===== src/rtl/lcd_pkg.sv =====
// Shared definitions for the text-LCD path: command encodings, geometry,
// fill character and DDRAM line base addresses used by the driver.
package lcd_pkg;

   localparam int LCD_COLS  = 16;
   localparam int LCD_LINES = 2;
   localparam int COL_W     = $clog2(LCD_COLS);
   localparam int LINE_W    = $clog2(LCD_LINES);
   localparam int ADDR_W    = LINE_W + COL_W;

   localparam logic [7:0] FILL_CHAR   = 8'h20;
   localparam logic [7:0] DDRAM_LINE0 = 8'h80;
   localparam logic [7:0] DDRAM_LINE1 = 8'hC0;

   typedef enum logic [1:0] {
      CMD_PUTC    = 2'b00,
      CMD_SETPOS  = 2'b01,
      CMD_CLEAR   = 2'b10,
      CMD_NEWLINE = 2'b11
   } lcd_cmd_e;

   typedef enum logic {
      ST_CLR  = 1'b0,
      ST_IDLE = 1'b1
   } buf_state_e;

   // Start of the other line: invert the line field, zero the column.
   function automatic logic [ADDR_W-1:0] next_line_pos(input logic [ADDR_W-1:0] pos);
      return {~pos[ADDR_W-1:COL_W], {COL_W{1'b0}}};
   endfunction

endpackage


===== src/rtl/lcd_cursor_ctr.sv =====
// Write cursor for the character buffer: advance after PUTC, load on SETPOS,
// jump to the other line on NEWLINE, held at home while the buffer clears.
module lcd_cursor_ctr
   import lcd_pkg::*;
#(
   parameter int AW = ADDR_W
)(
   input  logic          clk,
   input  logic          rst,
   input  logic          i_zero,
   input  logic          i_advance,
   input  logic          i_setpos,
   input  logic          i_newline,
   input  logic [AW-1:0] i_pos,
   output logic [AW-1:0] o_cursor
);

   logic [AW-1:0] r_cursor;
   logic [AW-1:0] w_cursor_nxt;

   // Next cursor value; the increment wraps modulo the cell count.
   always_comb begin
      w_cursor_nxt = r_cursor;
      if (i_zero) begin
         w_cursor_nxt = {AW{1'b0}};
      end else if (i_advance) begin
         w_cursor_nxt = r_cursor + {{(AW-1){1'b0}}, 1'b1};
      end else if (i_setpos) begin
         w_cursor_nxt = i_pos;
      end else if (i_newline) begin
         w_cursor_nxt = next_line_pos(r_cursor);
      end else begin
         w_cursor_nxt = r_cursor;
      end
   end

   // Cursor register.
   always_ff @(posedge clk or negedge rst) begin
      if (!rst) begin
         r_cursor <= {AW{1'b0}};
      end else begin
         r_cursor <= w_cursor_nxt;
      end
   end

   assign o_cursor = r_cursor;

endmodule


===== src/rtl/lcd_char_buffer.sv =====
// 2x16 character frame buffer between application writes and the LCD driver,
// with a self-clearing FSM, registered read port and frame dirty handshake.
module lcd_char_buffer
   import lcd_pkg::*;
#(
   parameter int         COLS      = LCD_COLS,
   parameter int         LINES     = LCD_LINES,
   parameter logic [7:0] FILL_CHAR = lcd_pkg::FILL_CHAR,
   parameter int         AW        = $clog2(LINES) + $clog2(COLS)
)(
   input  logic          clk,
   input  logic          rst,
   input  logic          wr_valid,
   output logic          wr_ready,
   input  logic [1:0]    wr_cmd,
   input  logic [7:0]    wr_data,
   input  logic [AW-1:0] rd_addr,
   output logic [7:0]    rd_char,
   output logic          frame_req,
   input  logic          frame_ack,
   output logic [AW-1:0] cursor
);

   localparam int            DEPTH     = COLS * LINES;
   localparam logic [AW-1:0] LAST_ADDR = AW'(DEPTH - 1);

   buf_state_e    r_state;
   logic [AW-1:0] r_clr_addr;
   logic          r_wr_ready;
   logic          r_frame_req;
   logic [7:0]    r_rd_char;
   logic [7:0]    r_mem [DEPTH];

   lcd_cmd_e      w_cmd;
   logic          w_accept, w_putc, w_setpos, w_clear, w_newline;
   logic          w_clr_last, w_modify;
   logic          w_mem_we;
   logic [AW-1:0] w_mem_addr;
   logic [7:0]    w_mem_data;
   logic [AW-1:0] w_cursor;
   logic          w_unused;

   assign w_cmd      = lcd_cmd_e'(wr_cmd);
   assign w_accept   = wr_valid & r_wr_ready;
   assign w_putc     = w_accept & (w_cmd == CMD_PUTC);
   assign w_setpos   = w_accept & (w_cmd == CMD_SETPOS);
   assign w_clear    = w_accept & (w_cmd == CMD_CLEAR);
   assign w_newline  = w_accept & (w_cmd == CMD_NEWLINE);
   assign w_clr_last = (r_state == ST_CLR) & (r_clr_addr == LAST_ADDR);
   // Completing a clear counts as a modification just like a PUTC.
   assign w_modify   = w_putc | w_clr_last;
   assign w_unused   = &{1'b0, wr_data[7:AW]};

   // Storage write port: the clear sweep owns it while clearing.
   always_comb begin
      w_mem_we   = 1'b0;
      w_mem_addr = w_cursor;
      w_mem_data = wr_data;
      case (r_state)
         ST_CLR: begin
            w_mem_we   = 1'b1;
            w_mem_addr = r_clr_addr;
            w_mem_data = FILL_CHAR;
         end
         ST_IDLE: begin
            w_mem_we   = w_putc;
            w_mem_addr = w_cursor;
            w_mem_data = wr_data;
         end
         default: begin
            w_mem_we   = 1'b0;
            w_mem_addr = w_cursor;
            w_mem_data = wr_data;
         end
      endcase
   end

   // Control FSM with registered wr_ready and frame dirty flag.
   always_ff @(posedge clk or negedge rst) begin
      if (!rst) begin
         r_state     <= ST_CLR;
         r_clr_addr  <= {AW{1'b0}};
         r_wr_ready  <= 1'b0;
         r_frame_req <= 1'b0;
      end else begin
         case (r_state)
            ST_CLR: begin
               r_clr_addr <= r_clr_addr + {{(AW-1){1'b0}}, 1'b1};
               if (w_clr_last) begin
                  r_state    <= ST_IDLE;
                  r_wr_ready <= 1'b1;
               end
            end
            ST_IDLE: begin
               if (w_clear) begin
                  r_state    <= ST_CLR;
                  r_clr_addr <= {AW{1'b0}};
                  r_wr_ready <= 1'b0;
               end
            end
            default: begin
               r_state    <= ST_CLR;
               r_clr_addr <= {AW{1'b0}};
               r_wr_ready <= 1'b0;
            end
         endcase
         if (w_modify) begin
            r_frame_req <= 1'b1;
         end else if (frame_ack) begin
            r_frame_req <= 1'b0;
         end
      end
   end

   // Cell array; contents are rebuilt by the clear sweep after every reset.
   always_ff @(posedge clk) begin
      if (w_mem_we) begin
         r_mem[w_mem_addr] <= w_mem_data;
      end
   end

   // Registered read, sampled before any same-edge write.
   always_ff @(posedge clk or negedge rst) begin
      if (!rst) begin
         r_rd_char <= FILL_CHAR;
      end else begin
         r_rd_char <= r_mem[rd_addr];
      end
   end

   lcd_cursor_ctr #(
      .AW (AW)
   ) u_cursor (
      .clk       (clk),
      .rst       (rst),
      .i_zero    (r_state == ST_CLR),
      .i_advance (w_putc),
      .i_setpos  (w_setpos),
      .i_newline (w_newline),
      .i_pos     (wr_data[AW-1:0]),
      .o_cursor  (w_cursor)
   );

   assign wr_ready  = r_wr_ready;
   assign frame_req = r_frame_req;
   assign rd_char   = r_rd_char;
   assign cursor    = w_cursor;

endmodule


===== config.mk =====
export PLATFORM = sky130hd
export DESIGN_NAME = lcd_char_buffer
export DESIGN_NICKNAME = d
export VERILOG_FILES = /design/src/rtl/lcd_pkg.sv /design/src/rtl/lcd_cursor_ctr.sv /design/src/rtl/lcd_char_buffer.sv
export SDC_FILE = /design/constraint.sdc
export NUM_CORES = 1
export LEC_CHECK = 0
export CAP_MARGIN = 20
export CORE_AREA = 3 3 132 197
export CTS_CLUSTER_SIZE = 20
export DETAILED_ROUTE_END_ITERATION = 6
export DIE_AREA = 0 0 135 200
export GPL_ROUTABILITY_DRIVEN = 0
export GPL_TIMING_DRIVEN = 0
export PLACE_DENSITY_LB_ADDON = 0.2
export REMOVE_ABC_BUFFERS = 1
export SETUP_SLACK_MARGIN = 0.02
export SYNTH_ARGS = -nofsm -noshare
export SYNTH_HDL_FRONTEND = slang
export SYNTH_SLANG_ARGS = --single-unit

===== constraint.sdc =====
create_clock -name clk -period 5.06 [get_ports clk]
set_input_delay 1.012 -clock clk [delete_from_list [all_inputs] [get_ports clk]]
set_output_delay 1.012 -clock clk [all_outputs]
set_load 0.01 [all_outputs]

==> impl_metrics.ini <==
[placed_design]
place_inst = 853
hpwl_um = 13740
dp_slack_ns = 1.435
numPortBuffers = 33

[pwr]
swShare_pct = 21.86
switching_power_w = 0.001067
p_int_w = 0.003812
power_density_mw_per_mm2 = 389.6
combPwrFrac_pct = 9.0
p_clk_share_pct = 36.4
irDropWorstVdd_mv = 0.2246
leakage_nw = 3.964
seq_power_share_pct = 54.6

[clocking]
cts_tree = yes
h-tree-depth = 1
root_buffer = clkbuf_16
cts_hold_buf = 0
clk_latency_ns = 0.52
postCtsSetupRepairBufs = 0
clk_pin_slew_worst_paths_ns = 0.06
ctsResizeCount = 0
cts_sinks = 277
cts_buffer_depth = 3
cts_buffers = 24

[timing]
tightest_slew_ns = 0.9902
setup_slack_ns = 2.008
finalClockSkew_ns = 0.01300
fmax_ghz = 0.3276
setup_violations = 0
finalMaxSlewViolations = 0
hold_viol_final = 0
period_share_pct = 60.32
period_needed_ns = 3.052
setup_tns_ns = 0
max_slew_margin_pct = 33.99
rsz0062_at_grt = no

[setup_path]
path_buf_inv = 1
critPathTopFamily = simple AND/OR/NAND/NOR gates
crit_chain = clkdlybuf4s50_1 -> nand4b_1 -> nor3_1 -> a22oi_1 -> nor2_1
cp.required_ns = 5.20
slowest_stage = nor2_1
critPathCaptureType = flip-flop
start_kind = input port
cpPeakStageDelay_ns = 0.71
crit_arrival_ns = 3.19
path_max_fanout = 8
critPathKind = input port to flip-flop

[grt]
first_global_vias = 5307
use_met2_pct = 27.83
gr-max-usage-layer = met2
grtUsageTotal_pct = 15.95
overflow = 0
antenna_found_initial = 0
grtUsageMet1_pct = 21.52
gr-usage-met3_pct = 2.031
grt_pass1_wl_um = 32490
grt_max_degree = 64

[logic_synthesis]
synth_compound_gate_area_share_pct = 1.958
async_reset_ff_share_pct = 7.581
ys_ff_latch = 277
synth_cells = 516
syn_area_per_cell_um2 = 21.18
synth_adder_area_share_pct = 0.3435
ys_types = 37
synth_area_mm2 = 0.01093
synth_xor_area_share_pct = 0.2405
yosysWarningCount = 0
seq_area_frac_synth_pct = 75.17
synthMuxAreaShare_pct = 17.70
synth_flop_cell = edfxtp_1
synth_edf_count = 256
synth_simple_gate_area_share_pct = 3.229
synth_top_family_by_area = multiplexers

[die]
die_x_um = 135
ios = 34
dieArea_mm2 = 0.02700
initial_utilization_pct = 44.72
die_y_um = 200
rows = 70
core_region_area_mm2 = 0.02444

[detailed_routing]
wl_per_cell_um = 22.98
via_count = 4988
drt_iter0_drc = 551
remaining_drc_errors = 0
dr.pass1.iters = 4
viasPerCell = 5.506
ant_nets = 0
drt-total-wl_um = 20820

[layout]
layout-drive-gt1-share_pct = 24.40
area_delta_synth_final_pct = 14.60
n_antenna_cell = 0
final_cell_mix = edfxtp_1 (256), mux4_2 (80), nor2_1 (38)
final_common_cell = edfxtp_1
fin_util_pct = 51.24
fin_cells = 906
nets = 586

[worst_hold_path]
hp-class = flip-flop to flip-flop

[status]
status = finished clean

[job]
drv_cap = 0
==> final cells by class <==
class / instances / area [µm²]
sequential: 277 / 8214
tap: 324 / 405.4
clock inverter: 14 / 122.6
timing repair buffer: 45 / 540.5
inverter: 8 / 30.03
multi-input combinational: 208 / 2565
clock buffer: 30 / 644.4
fill: 1893 / 11910
==> power groups by stage <==
| stage | Combinational [W] | Sequential, W | Clock, W |
|---|---|---|---|
| after global routing | 0.000477 | 0.00267 | 0.00191 |
| after detailed placement | 0.000422 | 0.00272 | 0 |
| final | 0.000439 | 0.00266 | 0.00178 |
| after global placement | 0.000417 | 0.00271 | 0 |
| after CTS | 0.000424 | 0.00267 | 0.00182 |
| after floorplan | 0.000232 | 0.00270 | 0 |
==> through the flow <==
step / hold slack [ns] / power [W] / cell area, µm²
global route: 0.5998 / 0.005056 / 12520
global placement: 0.5049 / 0.003127 / 11540
finish: 0.5608 / 0.004878 / 12520
floorplan: 0.5152 / 0.002935 / 10810
CTS: 0.5662 / 0.004909 / 12380
detailed placement: 0.5533 / 0.003138 / 11610
==> path summary, 6_finish.rpt <==
kind                                            start                          endpoint  slack [ns]  depth (start not counted)
worst max register to register      r_state$_DFF_PN0_            r_mem[10][5]$_DFFE_PP_        2.05                          4
max in group asynchronous                         rst              rd_char[5]$_DFF_PN1_        3.62                          2
min in group asynchronous                         rst  u_cursor.o_cursor[4]$_DFFE_PN0P_        0.86                          1
worst max-delay path                        wr_cmd[1]             r_mem[0][4]$_DFFE_PP_        2.01                          5
worst min register to register  frame_req$_DFFE_PN0P_             frame_req$_DFFE_PN0P_        0.56                          2
worst min-delay path            frame_req$_DFFE_PN0P_             frame_req$_DFFE_PN0P_        0.56                          2
==> Yosys cell counts, types with 2 or more instances <==
| master | n | share of area (%) |
|---|---|---|
| nand4b_1 | 2 | 0.16 |
| o32ai_1 | 2 | 0.16 |
| buf_4 | 6 | 0.41 |
| o21ai_0 | 8 | 0.37 |
| ha_1 | 3 | 0.34 |
| a22o_1 | 2 | 0.16 |
| mux2_2 | 10 | 1.0 |
| and2_1 | 7 | 0.40 |
| edfxtp_1 | 256 | 70 |
| a22oi_1 | 7 | 0.48 |
| a32o_1 | 2 | 0.18 |
| nand3_1 | 4 | 0.18 |
| inv_1 | 7 | 0.24 |
| nor2_1 | 38 | 1.3 |
| nand2_1 | 17 | 0.58 |
| nor3_1 | 3 | 0.14 |
| clkbuf_1 | 9 | 0.31 |
| dfrtp_1 | 20 | 4.6 |
| buf_1 | 6 | 0.21 |
| xnor2_1 | 2 | 0.16 |
| mux2i_1 | 2 | 0.18 |
| nand2b_1 | 6 | 0.34 |
| mux4_2 | 80 | 16 |
| a21oi_1 | 4 | 0.18 |
==> state kept, by name (all words and copies together) (netlist names) <==
register,count
frame_req,1
u_cursor.o_cursor,5
wr_ready,1
r_mem,256
r_state,1
r_clr_addr,5
rd_char,8
==> cells by family (layout without fill, tap and decap cells) <==
kind of cell / after synthesis / in the layout
DFF: 277 / 277
AOI/OAI and AO/OA: 31 / 31
adders and majority gates: 3 / 3
buffers and inverters: 31 / 97
xor gates and xnor gates: 3 / 3
and+or+nand+nor: 79 / 79
muxes: 92 / 92
==> tightest hold or removal path: stages, from the launching register on <==
cell      delay (ns)
dfrtp_1         0.36
nand2b_1        0.06
o311ai_0        0.09
==> layer usage <==
metal | up-vias | part of all wire, %
li1 | 2222 | -
met1 | 2603 | 40
met2 | 136 | 53
met3 | 27 | 4.6
met4 | 0 | 2.1
met5 | - | 0
Note: power is estimated with default switching activity, not from simulation.
